### src/rtl/multdiv_sequencer.sv
// multdiv_sequencer
// Iterative signed 32x32 multiply and signed 32/32 divide unit for a
// pipelined CPU. One operation takes 32 iteration cycles followed by a
// single DONE cycle in which the result is presented.
//
// Ports
//   clock           rising-edge clock
//   reset           synchronous, active-high
//   ctrl_MULT       start signed multiply (wins over ctrl_DIV)
//   ctrl_DIV        start signed divide
//   data_operandA   multiplicand / dividend, latched at the accepting edge
//   data_operandB   multiplier / divisor, latched at the accepting edge
//   data_result     product low word / quotient, held until the next DONE
//   data_exception  overflow or divide-by-zero flag for data_result
//   data_resultRDY  high only in the DONE cycle
//   stall           holds the front of the pipeline while the unit is busy
//   dbg_state       current FSM state (IDLE=0, MULT=1, DIV=2, DONE=3)
//
// Handshake: a start (ctrl_MULT/ctrl_DIV) is accepted at a rising edge only
// while the FSM is in IDLE or DONE; requests seen in MULT/DIV are dropped.
// stall goes high combinationally in the requesting cycle and stays high
// until the last iteration cycle. data_resultRDY is a one-cycle pulse that
// qualifies data_result/data_exception; it has no back-pressure.

module multdiv_sequencer #(
    parameter int WIDTH = 32
) (
    input  logic             clock,
    input  logic             reset,
    input  logic             ctrl_MULT,
    input  logic             ctrl_DIV,
    input  logic [WIDTH-1:0] data_operandA,
    input  logic [WIDTH-1:0] data_operandB,
    output logic [WIDTH-1:0] data_result,
    output logic             data_exception,
    output logic             data_resultRDY,
    output logic             stall,
    output logic [1:0]       dbg_state
);

    typedef enum logic [1:0] {
        S_IDLE = 2'd0,
        S_MULT = 2'd1,
        S_DIV  = 2'd2,
        S_DONE = 2'd3
    } state_t;

    localparam logic [4:0] CNT_LAST = 5'd31;

    state_t             state, next_state;
    logic [4:0]         count;
    // Multiply: {partial product high, multiplier shifting out}.
    // Divide:   {partial remainder, dividend shifting out / quotient in}.
    logic [2*WIDTH-1:0] acc;
    logic [WIDTH-1:0]   operand;     // |multiplicand| or |divisor|
    logic               neg;         // result sign after magnitude math
    logic               div_zero;

    logic               start_ok, start_mult, start_div, last_iter;
    logic [WIDTH-1:0]   abs_a, abs_b;
    logic [WIDTH:0]     mult_sum;
    logic [2*WIDTH-1:0] mult_next, mult_signed;
    logic [WIDTH:0]     rem_sh, diff;
    logic [2*WIDTH-1:0] div_next;
    logic [WIDTH-1:0]   quo_signed;
    logic               mult_ovf, div_exc;

    // ---------------- FSM ----------------
    always_ff @(posedge clock) begin
        if (reset) state <= S_IDLE;
        else       state <= next_state;
    end

    always_comb begin
        next_state     = state;
        start_ok       = (state == S_IDLE) || (state == S_DONE);
        start_mult     = start_ok && ctrl_MULT;
        start_div      = start_ok && ctrl_DIV && !ctrl_MULT;
        last_iter      = (count == CNT_LAST);
        stall          = (state == S_MULT) || (state == S_DIV) ||
                         (start_ok && (ctrl_MULT || ctrl_DIV));
        data_resultRDY = (state == S_DONE);
        case (state)
            S_IDLE, S_DONE: begin
                if (start_mult)     next_state = S_MULT;
                else if (start_div) next_state = S_DIV;
                else                next_state = S_IDLE;
            end
            S_MULT, S_DIV: begin
                if (last_iter) next_state = S_DONE;
            end
            default: next_state = S_IDLE;
        endcase
    end

    assign dbg_state = state;

    // ---------------- datapath ----------------
    always_comb begin
        abs_a = data_operandA[WIDTH-1] ? -data_operandA : data_operandA;
        abs_b = data_operandB[WIDTH-1] ? -data_operandB : data_operandB;

        // Shift-add step on magnitudes; 2^31 fits as an unsigned magnitude.
        mult_sum  = {1'b0, acc[2*WIDTH-1:WIDTH]} +
                    (acc[0] ? {1'b0, operand} : {(WIDTH+1){1'b0}});
        mult_next = {mult_sum, acc[WIDTH-1:1]};
        mult_signed = neg ? -mult_next : mult_next;
        // Overflow when the upper word plus bit 31 are not all equal.
        mult_ovf  = !((&mult_signed[2*WIDTH-1:WIDTH-1]) ||
                      !(|mult_signed[2*WIDTH-1:WIDTH-1]));

        // Restoring divide step; remainder < divisor so rem_sh fits W+1 bits.
        rem_sh = {acc[2*WIDTH-1:WIDTH], acc[WIDTH-1]};
        diff   = rem_sh - {1'b0, operand};
        if (!diff[WIDTH]) div_next = {diff[WIDTH-1:0],   acc[WIDTH-2:0], 1'b1};
        else              div_next = {rem_sh[WIDTH-1:0], acc[WIDTH-2:0], 1'b0};
        quo_signed = neg ? -div_next[WIDTH-1:0] : div_next[WIDTH-1:0];
        // A positive quotient with bit 31 set can only be 0x80000000 / -1.
        div_exc    = div_zero || (!neg && div_next[WIDTH-1]);
    end

    always_ff @(posedge clock) begin
        if (reset) begin
            count          <= '0;
            acc            <= '0;
            operand        <= '0;
            neg            <= 1'b0;
            div_zero       <= 1'b0;
            data_result    <= '0;
            data_exception <= 1'b0;
        end else if (start_mult || start_div) begin
            count    <= '0;
            acc      <= {{WIDTH{1'b0}}, (start_mult ? abs_b : abs_a)};
            operand  <= start_mult ? abs_a : abs_b;
            neg      <= data_operandA[WIDTH-1] ^ data_operandB[WIDTH-1];
            div_zero <= (data_operandB == '0);
        end else if (state == S_MULT) begin
            count <= count + 5'd1;
            acc   <= mult_next;
            if (last_iter) begin
                data_result    <= mult_signed[WIDTH-1:0];
                data_exception <= mult_ovf;
            end
        end else if (state == S_DIV) begin
            count <= count + 5'd1;
            acc   <= div_next;
            if (last_iter) begin
                data_result    <= div_zero ? '0 : quo_signed;
                data_exception <= div_exc;
            end
        end
    end

endmodule

### config.mk
export PLATFORM = sky130hd
export DESIGN_NAME = multdiv_sequencer
export DESIGN_NICKNAME = d
export VERILOG_FILES = /design/src/rtl/multdiv_sequencer.sv
export SDC_FILE = /design/constraint.sdc
export NUM_CORES = 1
export LEC_CHECK = 0
export ABC_AREA = 1
export CAP_MARGIN = 5
export CORE_MARGIN = 10
export CORE_UTILIZATION = 31
export CTS_CLUSTER_SIZE = 28
export DETAILED_ROUTE_END_ITERATION = 12
export GPL_TIMING_DRIVEN = 0
export PLACE_DENSITY_LB_ADDON = 0.25
export SETUP_SLACK_MARGIN = 0.5
export SLEW_MARGIN = 20
export SYNTH_ARGS = -nofsm -noshare
export SYNTH_HDL_FRONTEND = slang
export SYNTH_SLANG_ARGS = --single-unit
### constraint.sdc
create_clock -name clock -period 4.2 [get_ports clock]
set_input_delay 0.84 -clock clock [delete_from_list [all_inputs] [get_ports clock]]
set_output_delay 0.84 -clock clock [all_outputs]
set_load 0.1 [all_outputs]
==> impl_results.md <==
* FILL cells at 5826
* Gr usage total at 0.2332
* GP Congestion at 1.010
* Layout cells sized above 1 at 0.1053
* Yosys top cell area share at 0.2049
* Fin crit period at 3.660 ns
* Seq/Total Area, Yosys at 0.1711
* Grt ovf at 0
* Wire length on met1 at 32570 microns
* RSZ-0062 raised after global routing: true
* Average cell area after synthesis at 5.546 sq um
* Leakage dissipation at 9.646 nW
* Area growth, synth to finish at 22.05%
* Mapped Area at 0.01614 sq mm
* CTS clk-pin slew, worst paths at 0.06 ns
* Top cells by area, synth: nand2_1 20%, dfxtp_1 17%, inv_1 11%, nor2_1 6.3%, nand3_1 5.9%
* CTS tree: done
* CTS root buf: clkbuf_16
* Achievable Freq at 273.3 MHz
* Core area at 0.05141 sq mm
* Worst hold stages at 2
* DP HPWL at 60410 microns
* Clock power frac at 0.093
* Flops & latches, synth at 138
* Starting Density at 0.3140
* CP required at 4.52 ns
* Part of the cycle the worst path needs at 0.8713
* Clk sinks at 138
* Routed wl met3 at 5761 microns
* Sequential power share at 0.141
* Status: finished, final reports clean
* Post-Synth Adder-Cell Area at 0.05906
* I/O pin cnt at 105
* NetSw at 9.842 mW
* CP Class: flop to flop
* First-pass GRT wire length at 109900 microns
* Worst reg2reg path startpoint: acc[0]$_SDFFE_PP0P_
* Die Y at 248.2 microns
* Syn nets at 3054
* Met2 WL post-DR at 32240 microns
* Setup crit end kind: flop
* Critical Path Start Type: flop
* Synth Area in Simple Gates at 0.3887
* Slew margin rel. at 0.2063
* Detailed Route WL at 73790 microns
* Hold path endpoint: count[4]$_SDFFE_PP0N_
* Worst Max-Slew Pin Slew at 1.183 ns
* Max layer used: met4
* Post-route cell area at 0.01970 sq mm
* DR pass1 iterations at 8
* Synth Area in Compound Gates at 0.1929
* Clock Skew at 0.009824 ns
* Worst hold start: count[4]$_SDFFE_PP0N_
* Yosys top cell by area: nand2_1
* Synth cell count leaders: 881 x nand2_1, 460 x inv_1, 269 x nor2_1, 189 x nand3_1, 172 x o21ai_0
* Worst hold path type: flop to flop
* Inst Count DP at 3694
* Post-synth top flop: dfxtp_1
* Antenna cells at 0
* Post-synth ARST share at 0
* H-tree levels at 4
* Antenna-violating nets left at 0
* IO buf count at 103
* Switching power share of the total at 0.5964
* Area post-placement at 0.01803 sq mm
* Yosys warns at 0
* MaxCap Viol Count at 0
* Vias in the first global route at 18276
* CTS max path bufs at 2
* R2R setup slack at 0.54 ns
* Worst-skew pair later-pin latency at 0.46 ns
* Syn Inst Count at 2911
* Fin cells at 3746
* Chip width at 248.2 microns
* Synth Area in XOR/XNOR at 0.05038
* Main combinational cell family by area after synthesis: simple AND/OR/NAND/NOR gates
* R2r worst-path depth at 26
* Final Hold Violating Endpoints at 0
* DRC marker count from the first detailed-route iteration at 1704
* Post-synth EDFFs at 0
* Total CTS buffers at 17
* Maximum vdd drop at 0.4820 mV
* Die ar. at 0.06160 sq mm
* P per Cell Area at 837.5 mW/mm^2
* Pin count of the biggest net entering global routing at 17
* Combinational Power Share at 0.767
* Reg-to-reg endpoint: data_exception$_SDFFE_PP0P_
* Synth unique cells at 58
* Arr. time, crit path at 3.98 ns
* Mean routed wirelength per cell at 19.70 microns
* Final Setup Violations at 0
* FP Rows at 83
* Most numerous cell in the Yosys netlist: nand2_1
* Initial antenna violation count at 0
* DR vias/cell at 5.263
* DR DRC count at 0
* Crit-path max FO at 6
* Final nets at 3197
* Via count at 19714
* Post-synthesis mux area share at 0
* Max-slew violations at 0
* Internal Dissipation at 6.660 mW
stage by stage:
stage / setup TNS, ns / util / setup WS, ns / power [mW] / hold slack (ns)
finish: 0 / 0.3833 / 0.5404 / 16.50 / 0.4808
global route: 0 / 0.3833 / 0.3023 / 17.71 / 0.4974
CTS: 0 / 0.3694 / 0.4322 / 15.67 / 0.4807
detailed placement: -4.660 / 0.3507 / -1.017 / 13.68 / 0.4725
global placement: -4.782 / 0.3507 / -1.049 / 13.73 / 0.4636
floorplan: 0 / - / 0.7005 / 10.16 / 0.4450
worst max-delay path by stage:
stage | slack (ns) | start | end | cells past startpoint
2_1_floorplan | 0.70 | acc[31]$_SDFFE_PP0P_ | data_result[30]$_SDFFE_PP0P_ | 24
3_3_place_gp | -1.05 | acc[0]$_SDFFE_PP0P_ | data_exception$_SDFFE_PP0P_ | 24
3_5_place_dp | -1.02 | acc[0]$_SDFFE_PP0P_ | data_exception$_SDFFE_PP0P_ | 24
4_1_cts | 0.43 | acc[0]$_SDFFE_PP0P_ | data_exception$_SDFFE_PP0P_ | 26
5_1_grt | 0.30 | acc[0]$_SDFFE_PP0P_ | data_exception$_SDFFE_PP0P_ | 26
6_report | 0.54 | acc[0]$_SDFFE_PP0P_ | data_exception$_SDFFE_PP0P_ | 26
sequential cells by signal, summed over array words and instances (netlist names):
register / cells
data_result: 32
operand: 32
div_zero: 1
dbg_state: 2
neg: 1
acc: 64
count: 5
data_exception: 1
worst max-delay path, stage by stage (launching register included):
cell       delay (ns)
dfxtp_2          0.32
buf_8            0.13
clkbuf_16        0.16
nand2_4          0.05
inv_2            0.04
ha_4             0.16
fa_2             0.37
or2_1            0.25
nand2_2          0.09
buf_4            0.12
nand3_1          0.14
nor2_4           0.18
nand2_1          0.11
nor2_4           0.11
nand3_2          0.11
nor2_4           0.13
nand3_2          0.10
nand2_2          0.10
nand2_1          0.06
nand2_1          0.05
nand2_1          0.10
inv_1            0.07
nand2_1          0.06
nor2_2           0.11
nand4_1          0.16
nand3_4          0.17
a21oi_2          0.07
power by group through the flow:
stage	Combinational [mW]	Sequential [mW]	Clock [mW]
after global routing	13.8	2.35	1.59
after floorplan	7.46	2.70	0
final	12.7	2.32	1.53
after CTS	11.9	2.26	1.53
after detailed placement	11.4	2.29	0
after global placement	11.4	2.29	0
cell usage in the layout, fill, tap and decap left out, types with 37 or more instances in the layout:
cell,Yosys,layout
ha_1,73,48
nand2_2,12,65
xor2_1,60,59
nand2_1,881,820
o211ai_1,60,60
a31oi_1,37,37
inv_1,460,451
clkbuf_1,80,71
clkdlybuf4s50_1,0,101
nand3_1,189,172
nand4_1,41,41
nor2_1,269,230
dfxtp_1,138,133
a21oi_1,159,153
o21ai_0,172,169
cells by family after synthesis:
logic type / after synthesis
xor+xnor: 92
fa+ha+maj: 75
flops: 138
simple gates: 1496
buf+inv: 584
compound gates: 526
repair_timing:
| item | 4_1_cts | 5_1_grt |
|---|---|---|
| hold endpoints to repair | 0 | 0 |
| setup buffers | 8 | 12 |
| pin swaps | 23 | 44 |
| resized for setup | 95 | 178 |
| hold buffers | 0 | 0 |
| setup endpoints to repair | 51 | 35 |
| gates cloned | 0 | 1 |
metal layers:
metal / vias to the layer above / track usage
met5: - / 0
met4: 0 / 0.1032
met3: 161 / 0.03342
met2: 873 / 0.3651
met1: 8981 / 0.3133
li1: 9699 / -
cell type report:
type | instances | area [sq um] | area share
multi-input cells | 2189 | 11990 | 0.6084
plain buffers | 112 | 533.0 | 0.02705
well taps | 680 | 850.8 | 0.04318
repair buffers | 124 | 1206 | 0.06122
inverters | 472 | 1777 | 0.09018
clock inverters | 12 | 125.1 | 0.006350
flip-flops and latches | 138 | 2771 | 0.1407
clock buffers | 19 | 452.9 | 0.02299
Power figures use the tool's default switching activity.
